<file path="config.mk">
export PLATFORM = sky130hd
export DESIGN_NAME = pc_desvio_unit
export DESIGN_NICKNAME = d
export VERILOG_FILES = /design/src/rtl/pc_desvio_unit.sv
export SDC_FILE = /design/constraint.sdc
export NUM_CORES = 1
export LEC_CHECK = 0
export ABC_CLOCK_PERIOD_IN_PS = 2700
export CORE_UTILIZATION = 35
export CTS_CLUSTER_SIZE = 12
export DETAILED_ROUTE_END_ITERATION = 10
export PLACE_DENSITY_LB_ADDON = 0.12
export REMOVE_ABC_BUFFERS = 1
export SYNTH_ARGS = -nofsm -noshare
export SYNTH_HDL_FRONTEND = slang
export SYNTH_SLANG_ARGS = --single-unit
export TNS_END_PERCENT = 100
</file>
<file path="constraint.sdc">
create_clock -name clock -period 2.7 [get_ports clock]
set_clock_uncertainty 0.1 [all_clocks]
set_input_delay 0.405 -clock clock [delete_from_list [all_inputs] [get_ports clock]]
set_output_delay 0.405 -clock clock [all_outputs]
set_load 0.02 [all_outputs]
</file>
<file path="src/rtl/pc_desvio_unit.sv">
`default_nettype none
// ============================================================================
//  Module   : pc_desvio_unit
//  Purpose  : Program-counter unit. It selects the next PC from the
//             register-jump, jump, branch and sequential sources, in that
//             priority order. Redirects are followed by a one-cycle flush
//             indication and a one-cycle misalignment flag.
//  Options  : Define PC_DESVIO_RAS_EN to build the circular return-address
//             stack (Call pushes, Ret pops). Without it, Call and Ret are
//             ignored and Ras_Empty is tied high.
//  Revision : 1.0 - initial release
// ============================================================================
module pc_desvio_unit #(
  parameter int unsigned      WIDTH     = 32,
  parameter logic [WIDTH-1:0] RESET_PC  = '0,
  parameter int unsigned      RAS_DEPTH = 4
) (
  input  logic             clock,
  input  logic             reset,
  input  logic             Stall,
  input  logic             Result_AND,
  input  logic             Jump,
  input  logic             Jump_Reg,
  input  logic             Call,
  input  logic             Ret,
  input  logic [WIDTH-1:0] Exit_ALU_Desvio,
  input  logic [WIDTH-1:0] Jump_Target,
  input  logic [WIDTH-1:0] Reg_Target,
  output logic [WIDTH-1:0] Pc,
  output logic [WIDTH-1:0] Exit_ALU_Pc,
  output logic             Flush,
  output logic             Misaligned,
  output logic             Ras_Empty
);

  localparam logic [0:0] ST_RUN   = 1'b0;
  localparam logic [0:0] ST_FLUSH = 1'b1;

  logic [0:0]       state_q, state_d;
  logic [WIDTH-1:0] pc_q, pc_d;
  logic             misaligned_q, misaligned_d;

  logic             w_redirect;
  logic [WIDTH-1:0] w_target;
  logic             w_ras_hit;   // a return that can be served from the stack
  logic [WIDTH-1:0] w_ras_top;

  // Sequential successor; wraps naturally modulo 2^WIDTH
  assign Exit_ALU_Pc = pc_q + WIDTH'(4);

  // Next-PC source selection by fixed priority
  always_comb begin
    w_redirect = 1'b1;
    w_target   = Exit_ALU_Pc;
    if (Jump_Reg) begin
      w_target = w_ras_hit ? w_ras_top : Reg_Target;
    end else if (Jump) begin
      w_target = Jump_Target;
    end else if (Result_AND) begin
      w_target = Exit_ALU_Desvio;
    end else begin
      w_redirect = 1'b0;
    end
  end

  // PC and misalignment next values; a stall freezes both
  always_comb begin
    pc_d         = pc_q;
    misaligned_d = misaligned_q;
    if (!Stall) begin
      // Taken targets are word-aligned by dropping the two low bits
      pc_d         = w_redirect ? {w_target[WIDTH-1:2], 2'b00} : w_target;
      misaligned_d = w_redirect && (w_target[1:0] != 2'b00);
    end
  end

  // PC and misalignment registers
  always_ff @(posedge clock or negedge reset) begin
    if (!reset) begin
      pc_q         <= RESET_PC;
      misaligned_q <= 1'b0;
    end else begin
      pc_q         <= pc_d;
      misaligned_q <= misaligned_d;
    end
  end

  // FSM state register
  always_ff @(posedge clock or negedge reset) begin
    if (!reset) begin
      state_q <= ST_RUN;
    end else begin
      state_q <= state_d;
    end
  end

  // FSM next state: any unstalled redirect enters or stays in FLUSH
  always_comb begin
    state_d = state_q;
    case (state_q)
      ST_RUN:   if (!Stall && w_redirect)  state_d = ST_FLUSH;
      ST_FLUSH: if (!Stall && !w_redirect) state_d = ST_RUN;
      default:  state_d = ST_RUN;
    endcase
  end

  // FSM outputs
  always_comb begin
    Flush      = (state_q == ST_FLUSH);
    Pc         = pc_q;
    Misaligned = misaligned_q;
  end

`ifdef PC_DESVIO_RAS_EN
  localparam int unsigned      PTR_W   = $clog2(RAS_DEPTH);
  localparam logic [PTR_W:0]   DEPTH_C = (PTR_W + 1)'(RAS_DEPTH);

  // The write pointer marks the next free slot. Once the stack is full it
  // also points at the oldest entry, so a push silently overwrites it.
  logic [WIDTH-1:0] ras_q [RAS_DEPTH];
  logic [WIDTH-1:0] ras_d [RAS_DEPTH];
  logic [PTR_W-1:0] wr_ptr_q, wr_ptr_d;
  logic [PTR_W:0]   count_q, count_d;
  logic [PTR_W-1:0] w_top_idx;
  logic             w_push;
  logic             w_pop;

  assign w_top_idx = wr_ptr_q - PTR_W'(1);
  assign w_ras_top = ras_q[w_top_idx];
  assign w_ras_hit = Ret && (count_q != '0);
  assign w_push    = Jump && !Jump_Reg && Call;
  assign w_pop     = Jump_Reg && w_ras_hit;
  assign Ras_Empty = (count_q == '0);

  // Stack update: push the link address on a call and pop on a served return
  always_comb begin
    ras_d    = ras_q;
    wr_ptr_d = wr_ptr_q;
    count_d  = count_q;
    if (!Stall) begin
      if (w_push) begin
        ras_d[wr_ptr_q] = Exit_ALU_Pc;
        wr_ptr_d        = wr_ptr_q + PTR_W'(1);
        if (count_q != DEPTH_C) count_d = count_q + (PTR_W + 1)'(1);
      end else if (w_pop) begin
        wr_ptr_d = w_top_idx;
        count_d  = count_q - (PTR_W + 1)'(1);
      end
    end
  end

  // Stack storage and pointers
  always_ff @(posedge clock or negedge reset) begin
    if (!reset) begin
      wr_ptr_q <= '0;
      count_q  <= '0;
      for (int i = 0; i < int'(RAS_DEPTH); i++) ras_q[i] <= '0;
    end else begin
      wr_ptr_q <= wr_ptr_d;
      count_q  <= count_d;
      ras_q    <= ras_d;
    end
  end
`else
  // Call and Ret qualify nothing without a stack
  logic w_unused_ras_ctrl;
  assign w_unused_ras_ctrl = Call ^ Ret ^ (RAS_DEPTH != 0);
  assign w_ras_hit         = 1'b0;
  assign w_ras_top         = '0;
  assign Ras_Empty         = 1'b1;
`endif

endmodule
`default_nettype wire
</file>
# Word-level counts from Yosys, hierarchy flattened
# Index checks and enable logic that the tools add are counted.
[word_totals]
register_bits = 34
in_bits = 104
out_inout_bits = 67
word_cells = 21
[classes]
add_sub_neg = 1
muxes = 10
n_bitwise = 1
reduce_logical = 6
[op_table]
columns = ["operator", "count"]
rows = [
  ["32-bit two-way mux", 3],
  ["32-bit by 3-bit adder with 32-bit output (second input constant)", 1],
  ["1-bit two-way mux", 5],
  ["1-bit logical AND", 3],
  ["1-bit zero test", 2],
  ["2-bit two-way mux", 1],
  ["1-bit case mux with 2 select lines", 1],
  ["2-bit nonzero test", 1],
  ["1-bit NOT", 1],
]

# Logic depth before layout (Yosys ltp)
[logic_depth]
word_depth = 7
ltp_mapped = 7
mapped_depth_nobuf = 6

# Worst setup path before layout
# No wires, ideal clock.
[synth_timing]
kind = "register to output"
startpoint = "register pc_q[9], in the netlist Pc[9]"
endpoint = "output port Exit_ALU_Pc[26]"
t_arrival_ns = 1.982
t_required_ns = 2.195
setup_slack_ns = 0.213
path_stages_with_launch = 5
n_path_buf = 0
cell_sequence = "dfrtp_1 > and4_4 > nand4_2 > or4_4 > xnor2_1"
[synth_via]
elab_chain_cells = 1
[synth_lines]
columns = ["element", "line_no", "source"]
rows = [
  ["start, declared", "40", "logic [WIDTH-1:0] pc_q, pc_d;"],
  ["start signal, assigned", "83", "pc_q <= pc_d;"],
  ["32-bit by 3-bit adder with 32-bit output", "49", "assign Exit_ALU_Pc = pc_q + WIDTH'(4);"],
  ["end, declared", "30", "output logic [WIDTH-1:0] Exit_ALU_Pc,"],
]
# No other way between the ends.

# Worst setup path in the final report
[layout_timing]
startpoint = "register pc_q[4], in the netlist Pc[4]"
endpoint = "output port Exit_ALU_Pc[7]"
# The elaborated chain is that of the path after synthesis.

==> impl_metrics.tcl <==
set metrics [dict create \
    route.detailed.drc 0 \
    synthesis.area_sq_um 3010 \
    finalHoldViolCount 0 \
    start_util 0.365 \
    fin_nets 690 \
    layout-drive-gt1-share 0.188 \
    power_mw 2.14 \
    critPathMaxStageDelay_ps 640 \
    max_cap_violations 0 \
    clkTransAtPathRegs_ps 80 \
    path_depth 6 \
    htreeDepth 2 \
    vias_per_cell 5.42 \
    ys_types 63 \
    worstSetupPathType "reg2out" \
    synth-seq-area-share 0.282 \
    timing.rr.start "Pc[11]$_DFFE_PN0N_" \
    period_needed_ps 2600 \
    post-cts-setup-buffer-count 0 \
    setup_tns_ps 0 \
    grt_pass1_vias 3637 \
    cts_made_buffers 5 \
    synth_enable_flop_cells 0 \
    antenna_left 0 \
    critPathSlowestCell "clkdlybuf4s50_1" \
    p_per_area_nw_per_um2 413 \
    gp_congestion 0.861 \
    hold_class "in2async" \
    rrSetupSlack_ps 600 \
    finalSetupViolCount 0 \
    grt_use_total 0.265 \
    tightest_slew_ps 826 \
    fmax_mhz 385 \
    rows 33 \
    vias 3742 \
    insertion_delay_ps 290 \
    crit_chain "buf_4, and3_2, buf_4, nand3_1, xnor2_1, clkdlybuf4s50_1" \
    cts_root_buf "clkbuf_8" \
    die_x_microns 94.8 \
    yosysWarnings 0 \
    avgSynthCellArea_sq_um 7.95 \
    ios 171 \
    cts.sinks 34 \
    fin_crit_sh 0.963 \
    hold_buffers 0 \
    timing.hold.ws_ps 103 \
    peakVddDrop_v 0.000189 \
    grt_max_degree 35 \
    antenna_found_initial 0 \
    syn_to_final_growth_pct 72.3 \
    synth_flop_cell "dfrtp_1" \
    relSlewSlack 0.450 \
    grt_overflow 0 \
    maxSlewViolCount 0 \
    cts_tree "done" \
    hpwlAfterDp_microns 9020 \
    r2r_cells 6 \
    path_common_cell "buf_4" \
    synth_cells 379 \
    dr.pass1.iters 4 \
    outcome "completed" \
    r2r-end "Pc[28]$_DFFE_PN0N_" \
    clockBufferDepth 2 \
    io_buffers 167 \
    arrival_ps 2090 \
    grt_first_pass_wirelength_microns 18100 \
    coreArea_sq_um 8260 \
    diodes 0 \
    drt_iter0_drc 136 \
    path_delay_family "buffers and inverters" \
    die_y_microns 94.8 \
    fillerInstances 796 \
    async_flop_share 1.00 \
    die-area_sq_um 8980 \
    start_kind "register" \
    routed_wirelength_microns 11800 \
    wl_per_cell_microns 17.0 \
    crit_buf_inv 3 \
    ys_ff_latch 34 \
    leakage_nw 2.12 \
    end_kind "output pin" \
    crit_required_ps 2190 \
    critPathMaxFanout 6 \
]
[metrics by stage]
stage                     area [sq um]  instances  setup slack (ps)  utilization
final                             5190        691               100        0.628
after global routing              5190        691             -13.5        0.628
after CTS                         5210        691             -2.21        0.631
after detailed placement          5110        683             -45.8        0.618
after global placement            5110        683             -45.0        0.618
after floorplan                   2820        347              37.4            -
[Yosys cell counts (3+ instances only)]
master	n	area, sq um
buf_4	3	22.5
o31a_1	6	52.6
o211ai_1	4	30.0
nand2_1	38	143
nor2_1	23	86.3
buf_1	4	15.0
buf_6	4	45.0
a221oi_1	14	123
o21ai_0	26	130
a31oi_1	3	18.8
dfrtp_1	34	851
a221o_1	4	40.0
clkbuf_1	13	48.8
inv_1	14	52.6
o22ai_1	8	50.1
nand2b_1	8	50.1
nor4_1	4	25.0
and4_4	3	33.8
nor2b_1	4	25.0
xor2_1	8	70.1
a211oi_1	6	45.0
buf_2	4	20.0
nor4_2	4	50.1
a21oi_1	31	155
nand4_1	5	31.3
nand3_1	15	75.1
xnor2_1	18	158
mux2i_1	10	100
or2_2	3	18.8
nor3_1	12	60.1
or3_1	4	25.0
[final cells by class]
cell class	count	area [sq um]	area share
timing repair buffer	231	2100	0.405
multi-input combinational	298	1940	0.373
sequential	34	851	0.164
tap	105	131	0.0253
clock buffer	8	110	0.0212
inverter	15	56.3	0.0108
[per-layer routing]
metal / vias to the layer above / routed length [microns] / GRT usage
met4: 0 / 227 / 0.0833
met2: 119 / 5970 / 0.462
met3: 17 / 637 / 0.0483
li1: 1811 / - / -
met1: 1795 / 4940 / 0.330
met5: - / 0 / 0
[worst max path at each step]
stage                             startpoint               to
after floorplan            Pc[9]$_DFFE_PN0N_  Exit_ALU_Pc[26]
after global placement     Pc[4]$_DFFE_PN0N_  Exit_ALU_Pc[27]
after detailed placement   Pc[4]$_DFFE_PN0N_  Exit_ALU_Pc[27]
after CTS                  Pc[2]$_DFFE_PN0N_  Exit_ALU_Pc[18]
after global routing      Pc[11]$_DFFE_PN0N_  Exit_ALU_Pc[24]
final                      Pc[4]$_DFFE_PN0N_   Exit_ALU_Pc[7]
[what timing repair did]
item	4_1_cts	5_1_grt
setup endpoints to repair	18	20
gates cloned	0	0
pin swaps	0	0
resized for setup	31	26
[cell usage in the layout, fill, tap and decap left out, types with 9 or more instances in the layout]
cell / synthesis / final
clkdlybuf4s50_1: 0 / 145
buf_4: 3 / 62
nand2_1: 38 / 37
dfrtp_1: 34 / 34
a21oi_1: 31 / 31
o21ai_0: 26 / 26
nor2_1: 23 / 22
xnor2_1: 18 / 18
nand3_1: 15 / 15
inv_1: 14 / 14
a221oi_1: 14 / 14
nor3_1: 12 / 10
mux2i_1: 10 / 10
clkbuf_2: 1 / 9
[kinds of logic (layout without fill, tap and decap cells)]
logic type,after synthesis,count (layout),share of synthesized area
flops,34,34,0.282
buf+inv,47,254,0.0822
other cells,1,1,0.00124
xor+xnor,26,26,0.0756
fa+ha+maj,1,1,0.00415
simple gates,139,139,0.251
mux,10,10,0.0332
compound gates,121,121,0.270
[report_power, final]
part / total [mW] / internal (mW) / switching (mW)
clock network: 0.453 / 0.258 / 0.195
logic: 1.07 / 0.539 / 0.532
registers: 0.619 / 0.570 / 0.0491
total: 2.14 / 1.37 / 0.777
[registers in the layout (all words and copies together) (netlist names), named ones only]
| signal | count |
|---|---|
| Pc | 32 |
| Misaligned | 1 |
No activity file was read; power rests on OpenSTA's default activity.
